--- config.mk ---
export PLATFORM = sky130hd
export DESIGN_NAME = snake_motion
export DESIGN_NICKNAME = d
export VERILOG_FILES = /design/src/rtl/snake_pkg.sv /design/src/rtl/snake_tick_gen.sv /design/src/rtl/snake_motion.sv
export SDC_FILE = /design/constraint.sdc
export NUM_CORES = 2
export LEC_CHECK = 0
export CORE_MARGIN = 2
export CORE_UTILIZATION = 40
export DETAILED_ROUTE_END_ITERATION = 16
export PLACE_DENSITY = 0.6
export SLEW_MARGIN = 30
export SYNTH_ARGS = -nofsm -noshare
export SYNTH_HDL_FRONTEND = slang
export SYNTH_SLANG_ARGS = --single-unit
export TNS_END_PERCENT = 100
--- constraint.sdc ---
create_clock -name clk -period 14.75 [get_ports clk]
set_input_delay 2.2125 -clock clk [delete_from_list [all_inputs] [get_ports clk]]
set_output_delay 2.2125 -clock clk [all_outputs]
set_load 0.01 [all_outputs]
--- src/rtl/snake_pkg.sv ---
// Shared types, grid constants and pixel helper for the snake motion block.
package snake_pkg;

   localparam int unsigned GRID_W  = 32;
   localparam int unsigned GRID_H  = 24;
   localparam int unsigned CELL_PX = 20;
   localparam int unsigned START_X = 16;
   localparam int unsigned START_Y = 12;

   typedef enum logic [1:0] {DIR_UP, DIR_DOWN, DIR_LEFT, DIR_RIGHT} dir_t;
   typedef enum logic {ST_RUN, ST_DEAD} state_t;

   typedef logic [4:0] cell_t;

   // Cell index to pixel coordinate; 31*20 = 620 fits in 10 bits.
   function automatic logic [9:0] cell_to_px(input cell_t c);
      return 10'(c) * 10'(CELL_PX);
   endfunction

   function automatic logic is_opposite(input dir_t a, input dir_t b);
      return (a == DIR_UP    && b == DIR_DOWN)  ||
             (a == DIR_DOWN  && b == DIR_UP)    ||
             (a == DIR_LEFT  && b == DIR_RIGHT) ||
             (a == DIR_RIGHT && b == DIR_LEFT);
   endfunction

endpackage

--- src/rtl/snake_tick_gen.sv ---
// Step timer: counts 0..TICK_DIV-1 and flags the terminal count as the step cycle.
module snake_tick_gen #(
   parameter int unsigned TICK_DIV = 25_000_000
) (
   input  logic clk,
   input  logic reset,
   output logic tick
);

   localparam int unsigned CW = $clog2(TICK_DIV);

   logic [CW-1:0] count;

   // Free-running counter that wraps on the step cycle.
   always_ff @(posedge clk) begin
      if (reset)
         count <= '0;
      else if (tick)
         count <= '0;
      else
         count <= count + CW'(1);
   end

   assign tick = (count == CW'(TICK_DIV - 1));

endmodule

--- src/rtl/snake_motion.sv ---
// Snake head/body motion on a 32x24 grid with self-collision detection.
// Optional feature: define SNAKE_WALL_KILL_EN to make leaving the grid fatal
// instead of wrapping to the opposite edge.
module snake_motion
   import snake_pkg::*;
#(
   parameter int unsigned TICK_DIV = 25_000_000,
   parameter int unsigned MAX_LEN  = 32
) (
   input  logic       clk,
   input  logic       reset,
   input  logic [3:0] dir_req,
   input  logic [7:0] score,
   output logic [9:0] newposx,
   output logic [9:0] newposy,
   output logic       move_tick,
   output logic       game_over,
   input  logic [5:0] seg_idx,
   output logic [9:0] seg_x,
   output logic [9:0] seg_y,
   output logic       seg_valid
);

   typedef logic [6:0] len_t;

   logic   step;
   state_t state, state_next;
   dir_t   dir, pending_dir, req_dir, ref_dir;
   logic   req_any;
   cell_t  seg_cx [MAX_LEN];
   cell_t  seg_cy [MAX_LEN];
   len_t   len, len_next;
   cell_t  head_x, head_y;
   logic   off_grid, hit_body, collide, advance;

   snake_tick_gen #(.TICK_DIV(TICK_DIV)) u_tick (
      .clk   (clk),
      .reset (reset),
      .tick  (step)
   );

   // Resolve a multi-bit request by priority up > down > left > right.
   always_comb begin
      req_any = |dir_req;
      req_dir = DIR_RIGHT;
      if (dir_req[3])
         req_dir = DIR_UP;
      else if (dir_req[2])
         req_dir = DIR_DOWN;
      else if (dir_req[1])
         req_dir = DIR_LEFT;
   end

   // Next head cell in the pending direction, wrapping at the grid edges.
   always_comb begin
      head_x   = seg_cx[0];
      head_y   = seg_cy[0];
      off_grid = 1'b0;
      case (pending_dir)
         DIR_UP: begin
            off_grid = (seg_cy[0] == '0);
            head_y   = off_grid ? cell_t'(GRID_H - 1) : seg_cy[0] - 5'd1;
         end
         DIR_DOWN: begin
            off_grid = (seg_cy[0] == cell_t'(GRID_H - 1));
            head_y   = off_grid ? '0 : seg_cy[0] + 5'd1;
         end
         DIR_LEFT: begin
            off_grid = (seg_cx[0] == '0);
            head_x   = off_grid ? cell_t'(GRID_W - 1) : seg_cx[0] - 5'd1;
         end
         DIR_RIGHT: begin
            off_grid = (seg_cx[0] == cell_t'(GRID_W - 1));
            head_x   = off_grid ? '0 : seg_cx[0] + 5'd1;
         end
      endcase
   end

   // Length for this step: score clamped to [1, MAX_LEN].
   always_comb begin
      if (score == '0)
         len_next = len_t'(1);
      else if (score > 8'(MAX_LEN))
         len_next = len_t'(MAX_LEN);
      else
         len_next = len_t'(score);
   end

   // Body hit against old segments 1..len-2; the vacating tail cell is excluded.
   always_comb begin
      hit_body = 1'b0;
      for (int unsigned i = 1; i < MAX_LEN; i++) begin
         if ((len_t'(i) + len_t'(1) < len_next) &&
             (seg_cx[i] == head_x) && (seg_cy[i] == head_y))
            hit_body = 1'b1;
      end
   end

`ifdef SNAKE_WALL_KILL_EN
   assign collide = hit_body | off_grid;
`else
   assign collide = hit_body;
`endif

   // State register.
   always_ff @(posedge clk) begin
      if (reset)
         state <= ST_RUN;
      else
         state <= state_next;
   end

   // Next state and step qualification.
   always_comb begin
      state_next = state;
      advance    = 1'b0;
      case (state)
         ST_RUN: begin
            if (step) begin
               if (collide)
                  state_next = ST_DEAD;
               else
                  advance = 1'b1;
            end
         end
         ST_DEAD: state_next = ST_DEAD;
      endcase
   end

   assign game_over = (state == ST_DEAD);

   // A request in the step cycle is judged against the direction being adopted.
   assign ref_dir = advance ? pending_dir : dir;

   // Current and pending direction registers.
   always_ff @(posedge clk) begin
      if (reset) begin
         dir         <= DIR_RIGHT;
         pending_dir <= DIR_RIGHT;
      end else begin
         if (advance)
            dir <= pending_dir;
         if (req_any && !is_opposite(req_dir, ref_dir))
            pending_dir <= req_dir;
      end
   end

   // Body shift, length capture and registered head outputs.
   always_ff @(posedge clk) begin
      if (reset) begin
         for (int unsigned i = 0; i < MAX_LEN; i++) begin
            seg_cx[i] <= cell_t'(START_X);
            seg_cy[i] <= cell_t'(START_Y);
         end
         len       <= len_t'(1);
         newposx   <= cell_to_px(cell_t'(START_X));
         newposy   <= cell_to_px(cell_t'(START_Y));
         move_tick <= 1'b0;
      end else begin
         move_tick <= advance;
         if (advance) begin
            for (int unsigned i = 1; i < MAX_LEN; i++) begin
               seg_cx[i] <= seg_cx[i-1];
               seg_cy[i] <= seg_cy[i-1];
            end
            seg_cx[0] <= head_x;
            seg_cy[0] <= head_y;
            len       <= len_next;
            newposx   <= cell_to_px(head_x);
            newposy   <= cell_to_px(head_y);
         end
      end
   end

   // Registered segment read port; out-of-range indices return zeros.
   always_ff @(posedge clk) begin
      if (reset) begin
         seg_x     <= '0;
         seg_y     <= '0;
         seg_valid <= 1'b0;
      end else begin
         seg_x     <= '0;
         seg_y     <= '0;
         seg_valid <= 1'b0;
         for (int unsigned i = 0; i < MAX_LEN; i++) begin
            if (seg_idx == 6'(i)) begin
               seg_x     <= cell_to_px(seg_cx[i]);
               seg_y     <= cell_to_px(seg_cy[i]);
               seg_valid <= (len_t'(i) < len);
            end
         end
      end
   end

endmodule

* Word level (Yosys, flattened, before mapping)
Memory sizes are Yosys's and may differ from the RTL's.
Index checks and enable logic that the tools add are counted.
** Storage, ports and cells
- ROM bits :: 0
- Input bits :: 20
- Memory bits (writable) :: 320
- Bits in latches :: 0
- Register bits after elaboration :: 75
- Memories kept :: 2
** Operators by class
- $mul :: 66
- Equal/unequal tests :: 105
- Shifts and indexed selects :: 0
- Mux-type cells :: 214
- $add $sub $neg :: 5
- Div/mod/pow operators :: 0
- Bitwise gates (word level) :: 65
- Reduce and logical (&&, ||, !) cells :: 81
- $lt $le $gt $ge :: 64
** Memory list
- seg_cx :: depth 32, width 5, rd ports 32, clocked after Yosys merged registers in 0, write ports 32, line snake_motion.sv:30 : cell_t seg_cx [MAX_LEN];
- seg_cy :: depth 32, width 5, rd ports 32, clocked after Yosys merged registers in 0, write ports 32, line snake_motion.sv:31 : cell_t seg_cy [MAX_LEN];
** Operator list (count)
- 10-bit 2-to-1 mux :: 64
- 5-bit by 3-bit multiplier with 8-bit output, second input constant :: 66
- 5-bit 2-to-1 mux :: 68
- 5-bit == test :: 62
- 5-bit by 7-bit < comparator with 1-bit output, first input constant :: 32
- 4-bit by 7-bit < comparator with 1-bit output, first input constant :: 16
- 6-bit by 5-bit == test with 1-bit output, second input constant :: 16
- 1-bit 2-to-1 mux :: 74
- 1-bit logical AND :: 67
- 1-bit bitwise OR :: 64
- 3-bit by 7-bit < comparator with 1-bit output, first input constant :: 8
- 6-bit by 4-bit == test with 1-bit output, second input constant :: 8
- 32-bit OR reduction :: 1
- 2-bit by 7-bit < comparator with 1-bit output, first input constant :: 4
- 25-bit by 1-bit adder with 25-bit output, second input constant :: 1
- 25-bit == test, second input constant :: 1
- 6-bit by 3-bit == test with 1-bit output, second input constant :: 4
- 5-bit one-hot mux with 2 select lines :: 2
- 1-bit by 7-bit < comparator with 1-bit output, first input constant :: 2
- 7-bit 2-to-1 mux :: 2
- 2-bit == test, second input constant :: 6
- 6-bit by 2-bit == test with 1-bit output, second input constant :: 2
- 5-bit by 1-bit adder with 5-bit output, second input constant :: 2
- 5-bit == test, second input constant :: 2
- 16 further kinds :: 26

* Depth between registers and ports, before layout
An unclocked memory read counts as a cell.
- Depth in word-level cells :: 49
- Mapped depth :: 21

* Modules after synthesis
From an unflattened synthesis, not the netlist that was laid out.
** Unflattened totals
- Cells, all modules :: 3447
- Area total of the unflattened synthesis :: 32966.6 um^2
** Modules (own cells, without submodules)
- snake_motion :: cells an instance 3313, seq. area each 9128.8 um^2, area an instance 31800.5 um^2, times used 1
- snake_tick_gen :: cells an instance 134, seq. area each 500.5 um^2, area an instance 1166.1 um^2, times used 1

* Worst setup path before layout
No wires, ideal clock.
- Path type :: input-to-reg
- Start point :: input port score[5]
- End point :: memory seg_cx[0][0] (netlist bit) (enable)
- Data arrival time :: 7.676 ns
- Buffers on the path :: 2
- Library setup time :: 1.470 ns
- Stages :: 13
- Path slack :: 5.604 ns
- Required time :: 13.280 ns
- Cells stage by stage :: nor3_2 nand4_1 o21a_1 or4_1 nor4_2 nand4_1 o311ai_0 o22ai_1 and4b_1 nand3_2 buf_2 buf_2 nand2_1
** RTL lines
- start, declared :: line snake_motion.sv:13 : input logic [7:0] score,
- end, declared :: line snake_motion.sv:30

==> flow_metrics.env <==
export IMPL_outcome="finished, final reports clean"
export IMPL_core_area_um2=84700
export IMPL_die_area_um2=87500
export IMPL_dr_first_iter_drc_count=4315
export IMPL_clk_latency_ns=0.64
export IMPL_power_density_nw_per_um2=88.1
export IMPL_numCtsBuffers=49
export IMPL_vias=31313
export IMPL_cp_arrival_ns=7.64
export IMPL_overflow=0
export IMPL_min_path_cells=1
export IMPL_whs_ns=0.464
export IMPL_hold_viol=0
export IMPL_critPathKind="input pin to flop"
export IMPL_rsz0062_at_grt="no"
export IMPL_synthFlopType="dfxtp_1"
export IMPL_crit_fanout=71
export IMPL_grt_max_degree=149
export IMPL_crit_path_end_kind="flop"
export IMPL_max_slew_margin_pct=24.0
export IMPL_netlist_area_um2=34100
export IMPL_grt_pass1_vias=29459
export IMPL_vdd_drop_max_uv=86.9
export IMPL_tns_ns=0
export IMPL_track_usage_pct=33.8
export IMPL_clock_skew_ns=0.0346
export IMPL_reg2regPathDepth=16
export IMPL_netlist_area_leader_share_pct=15.9
export IMPL_place_congestion=1.07
export IMPL_setup_violations_final=0
export IMPL_placementRows=107
export IMPL_routedWlPerCell_um=31.3
export IMPL_period_needed_ns=7.30
export IMPL_ys_seq_elements=391
export IMPL_cts_tree="done"
export IMPL_drv_cap=0
export IMPL_worstSetupStartpointType="input pin"
export IMPL_drc=0
export IMPL_drt_wl_total_um=150000
export IMPL_cts_root_buf="clkbuf_16"
export IMPL_start_util_pct=40.2
export IMPL_post_cts_buffers=0
export IMPL_chipWidth_um=296
export IMPL_drive_above_1_share_pct=6.45
export IMPL_synthToLayoutAreaGrowth_pct=9.99
export IMPL_slew_violations=0
export IMPL_synth_area_top_cells="edfxtp_1 16%, ha_1 15%, dfxtp_1 12%"
export IMPL_ios=63
export IMPL_clock_sinks=391
export IMPL_cts_max_path_buffers=3
export IMPL_nNetsFinal=4105
export IMPL_async_flop_share_pct=0
export IMPL_clkTransAtPathRegs_ns=0.06
export IMPL_syn_avg_cell_area_um2=9.34
export IMPL_cts_resized_gates=0
export IMPL_grt_pass1_wl_um=214000
export IMPL_ys_warn_count=0
export IMPL_synth_top_area_cell="edfxtp_1"
export IMPL_dpl_hpwl_um=110000
export IMPL_hp_class="flop to flop"
export IMPL_synth_distinct_cells=102
export IMPL_totalPowerFinal_mw=3.30
export IMPL_yosysSeqAreaShare_pct=28.3
export IMPL_die_h_um=296
export IMPL_antenna_left=0
export IMPL_min_period_over_period_pct=49.5
export IMPL_tightestPinTransition_ns=1.14
export IMPL_p_leak_nw=15.0
export IMPL_first_pass_iters=9
export IMPL_netlist_instances=3647
export IMPL_antenna_found_initial=9
export IMPL_numPortBuffers=54
export IMPL_critPathRequiredTime_ns=15.10
export IMPL_ctsHoldBuffers=0
export IMPL_htree_levels=2
export IMPL_synth_edf_count=180
export IMPL_fmax_mhz=137
export IMPL_via_per_inst=6.51
==> state kept, by name, indices dropped and copies added, names as in the netlist <==
name / cells
move_tick: 1
seg_y: 8
seg_cy: 160
u_tick.count: 25
newposx: 8
seg_valid: 1
pending_dir: 2
len: 7
dir: 2
seg_x: 8
seg_cx: 160
newposy: 8
game_over: 1
==> per-layer routing <==
layer  global-route usage, %  vias up  wire length (um)
met1                    44.4    14936             59400
met2                    48.7     2161             61000
li1                        -    13575                 -
met5                   0.554        -               119
met4                    21.2        8             11800
met3                    9.53      633             18000
==> stage by stage <==
step / util, % / setup slack (ns) / instances / area [um2]
2_1_floorplan: - / 5.60 / 3654 / 34100
3_3_place_gp: 42.2 / 7.12 / 4710 / 35700
3_5_place_dp: 42.2 / 7.07 / 4710 / 35700
4_1_cts: 44.2 / 7.69 / 4802 / 37400
5_1_grt: 44.2 / 7.37 / 4802 / 37400
6_report: 44.2 / 7.45 / 4807 / 37500
==> path summary, 6_finish.rpt <==
check / start / to / slack, ns
setup / recovery: score[2] / seg_cx[1][9] / 7.45
hold / removal: u_tick.count[0] / u_tick.count[0] / 0.46
hold reg to reg: u_tick.count[0] / u_tick.count[0] / 0.46
setup reg to reg: seg_cy[0][1] / seg_cx[1][9] / 7.50
==> layout make-up <==
cell class | count | area [um2]
multi-input combinational | 2981 | 23300
fill | 8228 | 47300
inverter | 71 | 268
tap | 1144 | 1430
sequential | 391 | 9630
clock inverter | 27 | 344
antenna | 5 | 12.5
timing repair buffer | 123 | 1080
clock buffer | 65 | 1370
==> critical path, cell delays in order <==
cell and delay, ns:
clkdlybuf4s50_1 0.82, nand2_1 0.45, nand2b_1 0.09, a21oi_1 0.20
or4_1 0.27, nor4_1 0.11, nand4b_1 0.33, nand4_1 0.14
a2111oi_0 0.79, nand3b_1 0.31, or2_2 0.39, nor2_4 0.57
buf_4 0.71, nand2_1 0.13
==> cell families after synthesis <==
family / Yosys count / synth area share [%]
AO/OA/AOI/OAI: 870 / 16.8
multiplexers: 179 / 5.92
adder cells (fa/ha/maj): 470 / 18.7
other: 1 / 0.0110
AND/OR/NAND/NOR: 1102 / 16.9
buffers and inverters: 282 / 3.59
XOR/XNOR: 352 / 9.82
flip-flops: 391 / 28.3
==> power by group <==
| group | total, mW | internal (mW) | switching (mW) |
|---|---|---|---|
| registers | 1.24 | 1.16 | 0.0710 |
| logic | 0.750 | 0.269 | 0.481 |
| clock network | 1.32 | 0.763 | 0.552 |
| total | 3.30 | 2.20 | 1.10 |
==> placed cells by master (no fill, tap or decap), types with 62 or more instances in the layout <==
| master | instances |
|---|---|
| a21oi_1 | 252 |
| nand3_1 | 78 |
| nor2_1 | 268 |
| inv_1 | 62 |
| nor3_1 | 89 |
| fa_1 | 66 |
| xnor2_1 | 204 |
| a21o_1 | 108 |
| o22ai_1 | 64 |
| nand2_1 | 197 |
| xor2_1 | 128 |
| ha_1 | 402 |
| or3_1 | 75 |
| and3_1 | 62 |
| o21ai_0 | 136 |
| and2_1 | 103 |
| buf_4 | 69 |
| edfxtp_1 | 180 |
| dfxtp_1 | 211 |
| mux2i_1 | 144 |
==> synth_stat cells, types with 19 or more instances <==
library cell,instances
a21oi_1,252
o221ai_1,23
o22ai_1,65
xor2_1,128
nand3_1,78
ha_1,402
edfxtp_1,180
or3_1,75
clkbuf_1,139
a2111oi_0,19
a31oi_1,26
nor2_1,271
a21o_1,108
buf_2,34
o21ai_0,137
nor3_1,90
o211ai_1,27
nand4_1,39
dfxtp_1,211
and2_1,103
nor4_1,41
a211oi_1,24
buf_4,23
mux2i_1,144
a221oi_1,20
xnor3_1,19
xnor2_1,205
fa_1,66
and3_1,62
a22oi_1,27
inv_1,64
mux2_2,19
nand2_1,199
(Power assumes the default switching activity.)
